[src/rtl/seq_pattern_detector.sv]
// seq_pattern_detector: serial detector for a runtime-programmable PAT_LEN-bit pattern with a saturating match count
module seq_pattern_detector #(
    parameter int                 PAT_LEN     = 4,
    parameter logic [PAT_LEN-1:0] DEF_PATTERN = PAT_LEN'(4'b1010),
    parameter int                 CNT_W       = 8
) (
    input  logic               clk,
    input  logic               reset,
    input  logic               din,
    input  logic               din_valid,
    input  logic               overlap_en,
    input  logic               cfg_load,
    input  logic [PAT_LEN-1:0] cfg_pattern,
    input  logic               cnt_clr,
    output logic               y,
    output logic [CNT_W-1:0]   match_cnt,
    output logic               cnt_sat
);
    localparam int FW = $clog2(PAT_LEN);
    localparam logic [FW-1:0] FULL = FW'(PAT_LEN - 1);

    logic [PAT_LEN-2:0] hist;
    logic [FW-1:0]      fill;
    logic [PAT_LEN-1:0] pat_reg;
    logic [PAT_LEN-1:0] cand;
    logic               hit;
    logic [CNT_W-1:0]   cnt_nxt;

    // fill gates the compare so an all-zero pattern cannot alias the cleared history
    always_comb begin
        cand    = {hist, din};
        hit     = din_valid && !cfg_load && (fill == FULL) && (cand == pat_reg);
        cnt_nxt = cnt_clr ? '0 : (hit && !(&match_cnt)) ? match_cnt + 1'b1 : match_cnt;
    end

    always_ff @(posedge clk or negedge reset) begin
        if (!reset) begin
            hist      <= '0;
            fill      <= '0;
            pat_reg   <= DEF_PATTERN;
            y         <= 1'b0;
            match_cnt <= '0;
            cnt_sat   <= 1'b0;
        end else begin
            if (cfg_load) begin
                pat_reg <= cfg_pattern;
                hist    <= '0;
                fill    <= '0;
            end else if (din_valid) begin
                hist <= (hit && !overlap_en) ? '0 : cand[PAT_LEN-2:0];
                fill <= (hit && !overlap_en) ? '0 : (fill == FULL) ? fill : fill + 1'b1;
            end
            y         <= hit;
            match_cnt <= cnt_nxt;
            cnt_sat   <= &cnt_nxt;
        end
    end
endmodule

[config.mk]
export PLATFORM = sky130hd
export DESIGN_NAME = seq_pattern_detector
export DESIGN_NICKNAME = d
export VERILOG_FILES = /design/src/rtl/seq_pattern_detector.sv
export SDC_FILE = /design/constraint.sdc
export NUM_CORES = 1
export LEC_CHECK = 0
export ABC_CLOCK_PERIOD_IN_PS = 2400
export CAP_MARGIN = 20
export CORE_ASPECT_RATIO = 0.7
export CORE_UTILIZATION = 50
export DETAILED_ROUTE_END_ITERATION = 8
export GPL_TIMING_DRIVEN = 0
export HOLD_SLACK_MARGIN = 0.1
export PLACE_DENSITY = 0.83
export SYNTH_ARGS = -nofsm -noshare
export SYNTH_HDL_FRONTEND = slang
export SYNTH_SLANG_ARGS = --single-unit
[constraint.sdc]
create_clock -name clk -period 2.4 [get_ports clk]
set_input_delay 0.48 -clock clk [delete_from_list [all_inputs] [get_ports clk]]
set_output_delay 0.48 -clock clk [all_outputs]
set_load 0.005 [all_outputs]
# Word-level counts from Yosys, hierarchy flattened

Cells that the tools add are included.
Widths: inputs -> output; s select.

Register bits: 19
Logic and storage cells: 32
Input bits: 11
Output and inout port bits: 10

Equality and inequality tests: 3
$add $sub $neg: 2
Reductions and logical operators: 12
Mux-type cells: 9

Operators with widths:

| kind                | count |
|---|---|
| $mux 8              | 2 |
| $reduce_and 8->1    | 2 |
| $mux 3              | 3 |
| $add 8x1->8 const B | 1 |
| $mux 2              | 4 |
| $logic_and 1x1->1   | 5 |
| $eq 4x4->1          | 1 |
| $logic_not 1->1     | 3 |
| $ne 3x3->1 const B  | 1 |
| $add 2x1->2 const B | 1 |
| $eq 2x2->1 const B  | 1 |
| $reduce_and 2->1    | 1 |
| $reduce_bool 2->1   | 1 |

# Logic depth before layout (Yosys ltp)

Word-level depth: 8
Mapped depth: 6
Depth with buffers taken out: 6

# Worst setup path after synthesis

Ideal clock, no wire load.

Path type: reg2reg
Start: reg match_cnt[0]
End: reg cnt_sat
Buffers on the path: 0
Path slack: 384 ps
Period minus slack after synthesis: 2016 ps
Stages on the path, launching flop included: 7
Data required time: 2332 ps
Library setup time: 68 ps
Arrival time: 1949 ps
Cell sequence: dfrtp_1 > ha_1 > nand3_1 > o211ai_4 > or4_4 > a222oi_1 > and4_1

Cells in the longest elaborated chain, start to end: 6
Elaborated cells on any way between the ends: 7
Those cells by class: 1 x add/sub; 2 x mux; 4 x reduce/logical

Ends and longest elaborated chain:

| what                                                                | line | text |
|---|---|---|
| from (decl)                                                         | 16   | `output logic [CNT_W-1:0] match_cnt,` |
| from (signal assigned)                                              | 54   | `match_cnt <= cnt_nxt;` |
| parallel branches: the longest is 3 deep, another holds $add 8x1->8 | n/a  |  |
| $mux 8 (*) (2 in series)                                            | 33   | `cnt_nxt = cnt_clr ? '0 : (hit && !(&match_cnt)) ? match_cnt + 1'b1 : match_cnt;` |
| $reduce_and 8->1 (*)                                                | 55   | `cnt_sat <= &cnt_nxt;` |
| to (signal assigned)                                                | 55   |  |
| to (decl)                                                           | 17   | `output logic cnt_sat` |

Every way passes the cells marked *.
A chain may end at the register's enable or synchronous reset.

# Final worst setup path

Ends and elaborated chain as after synthesis.

==> results.json <==
{
  "outcome": "complete, but fails checks",
  "violations": "DRC",
  "leakagePower_nw": 0.533,
  "grt_antenna_before_repair": 0,
  "powerDensity_nw_per_um2": 439,
  "holdWs_ns": 0.480,
  "fin_setup_tns_ns": 0,
  "drive_gt1_share_pct": 12.2,
  "min_period_over_period_pct": 93.0,
  "worstPathCellList": "ha_1 -> nand3_1 -> o211ai_4 -> or4_4 -> a222oi_1 -> and4_1",
  "grt_overflow": 0,
  "start_kind": "flop",
  "p_total_mw": 0.584,
  "cp_data_required_time_ns": 2.64,
  "clockRootBuffer": "clkbuf_4",
  "dr.pass1.iters": 6,
  "max_stage_delay_ns": 0.51,
  "critical_path_class": "flop to flop",
  "yosysMostFrequentCell": "dfrtp_1",
  "cp_slowest_cell": "or4_4",
  "clk_pin_slew_ns": 0.12,
  "synth_ff_type": "dfrtp_1",
  "cts.repair.resized": 0,
  "relSlewSlack_pct": 43.9,
  "clock_sinks": 19,
  "synth-async-reset-ratio_pct": 100,
  "fin_skew_ns": 0.0138,
  "nets": 145,
  "synth.top_cell.area_share_pct": 38.9,
  "tightest_slew_ns": 0.839,
  "max_freq_mhz": 448,
  "cts-htree-levels": 1,
  "cts_tree": "built",
  "syn_to_final_growth_pct": 21.5,
  "ctsHoldBuffers": 0,
  "hpwl_mm": 1.61,
  "hold_viol": 0,
  "rows": 13,
  "n_fill_cell": 158,
  "largest_reg_flops": 8,
  "worst-path-buf-inv": 0,
  "vias": 920,
  "drv_slew": 0,
  "drv_cap": 0,
  "start_util_pct": 56.1,
  "grt_max_degree": 20,
  "cts_buffer_depth": 2,
  "netlist_top_cells_area": "dfrtp_1 (39%), mux2_2 (5.1%), dfstp_2 (4.8%), xnor2_1 (4.8%), a21oi_1 (3.2%)",
  "critPathTopFamily": "simple AND/OR/NAND/NOR gates",
  "post_cts_buffers": 0,
  "synthDistinctLibCells": 36,
  "grt_pass1_wl_mm": 3.73,
  "die_h_um": 41.2,
  "ios": 21,
  "hold_class": "primary input to flop",
  "drtAntennaViolNets": 0,
  "synth_cells": 109,
  "regArea_sq_um": 478,
  "wl_per_cell_um": 14.9,
  "num_antenna_cells": 0,
  "yosys-top-cells-count": "dfrtp_1 (17), nor2_1 (8), a21oi_1 (7), nand3_1 (7)",
  "numPortBuffers": 18,
  "drc": 1,
  "setup_viol": 0,
  "peakVddDrop_uv": 270,
  "track_usage_pct": 22.3,
  "die-area_sq_um": 2380,
  "clkLatencyLatePin_ns": 0.31,
  "multi_input_area_sq_um": 583,
  "yosysTopAreaCell": "dfrtp_1",
  "vias_per_cell": 6.01,
  "cts_buffers": 3,
  "grt_pass1_vias": 811,
  "synth_nets": 122,
  "wl_mm": 2.29,
  "ys_seq_area_share_pct": 43.7,
  "ys_ff_latch": 19,
  "dp_cells": 149,
  "synth_area_sq_um": 1090,
  "gp_congestion": 0.872,
  "core_sq_um": 1950,
  "synth_area_per_cell_sq_um": 10.0,
  "ys_warn_count": 0,
  "synth-edff-count": 0,
  "fin_cells": 153,
  "arrival_ns": 2.48,
  "finalCriticalPeriod_ns": 2.23,
  "fp.dieW_um": 57.9,
  "drt-initial-drc-count": 37,
  "rsz0062_at_grt": "no",
  "cp_max_fo": 9,
  "critPathCaptureType": "flop"
}
[area by class of cell]
type                            count  share of cell area, %
Multi-Input combinational cell     82                   43.8
Sequential cell                    19                   35.9
Timing Repair Buffer               18                   13.5
Tap cell                           22                   2.07
Buffer                              6                   1.98
Clock buffer                        3                   1.69
Inverter                            2                  0.564
Clock inverter                      1                  0.376
[power by group]
| part | switching [mW] | internal (mW) |
|---|---|---|
| registers | 0.0101 | 0.334 |
| clock network | 0.102 | 0.0622 |
| logic | 0.0367 | 0.0391 |
| total | 0.149 | 0.435 |
[worst paths after layout]
kind / end / slack [ns] / from / depth (start not counted)
setup / recovery: cnt_sat$_DFF_PN0_ / 0.17 / match_cnt[0]$_DFF_PN0_ / 6
hold / removal: hist[1]$_DFFE_PN0P_ / 0.48 / din_valid / 3
setup reg to reg: cnt_sat$_DFF_PN0_ / 0.17 / match_cnt[0]$_DFF_PN0_ / 6
hold reg to reg: pat_reg[0]$_DFFE_PN0P_ / 0.54 / pat_reg[0]$_DFFE_PN0P_ / 1
max in group asynchronous: match_cnt[1]$_DFF_PN0_ / 1.23 / reset / 1
min in group asynchronous: fill[1]$_DFFE_PN0P_ / 0.64 / reset / 1
[kinds of logic after synthesis]
logic type	synth area share [%]
AND/OR/NAND/NOR	24.8
multiplexers	6.97
flip-flops	43.7
XOR/XNOR	7.31
AO/OA/AOI/OAI	11.9
buffers and inverters	3.09
adder cells (fa/ha/maj)	2.29
[through the flow]
stage / worst slack (ns) / instance area, sq um / util, %
global route: 0.0173 / 1330 / 68.1
floorplan: 0.384 / 1090 / -
global placement: -0.129 / 1300 / 66.7
CTS: 0.192 / 1330 / 68.1
finish: 0.168 / 1330 / 68.1
detailed placement: -0.132 / 1300 / 66.7
[placed cells by master, fill, tap and decap left out, types with 2 or more instances in the layout]
cell type	n
clkdlybuf4s50_1	18
dfrtp_1	17
nor2_1	8
nand3_1	7
a21oi_1	7
xnor2_1	6
nand2_1	6
mux2_2	5
nand2b_1	5
clkbuf_1	4
and3_1	4
nand4_1	3
nor3_1	3
o31ai_1	3
clkbuf_4	3
nor2b_1	2
and2_1	2
or4_1	2
inv_1	2
o21ai_0	2
mux2i_1	2
ha_1	2
dfstp_2	2
[per-layer routing]
layer	GRT usage (%)	vias up	wire (um)	share of wire [%]
met5	0	-	0	0
met4	8.93	0	15	0.66
met3	7.89	2	172	7.5
met2	32.2	42	957	42
met1	30.5	435	1140	50
li1	-	441	-	-
[tightest hold or removal path, stage by stage]
cell,delay (ns)
buf_4,0.14
nand3_1,0.08
a21oi_1,0.06
Power figures use the tool's default switching activity.
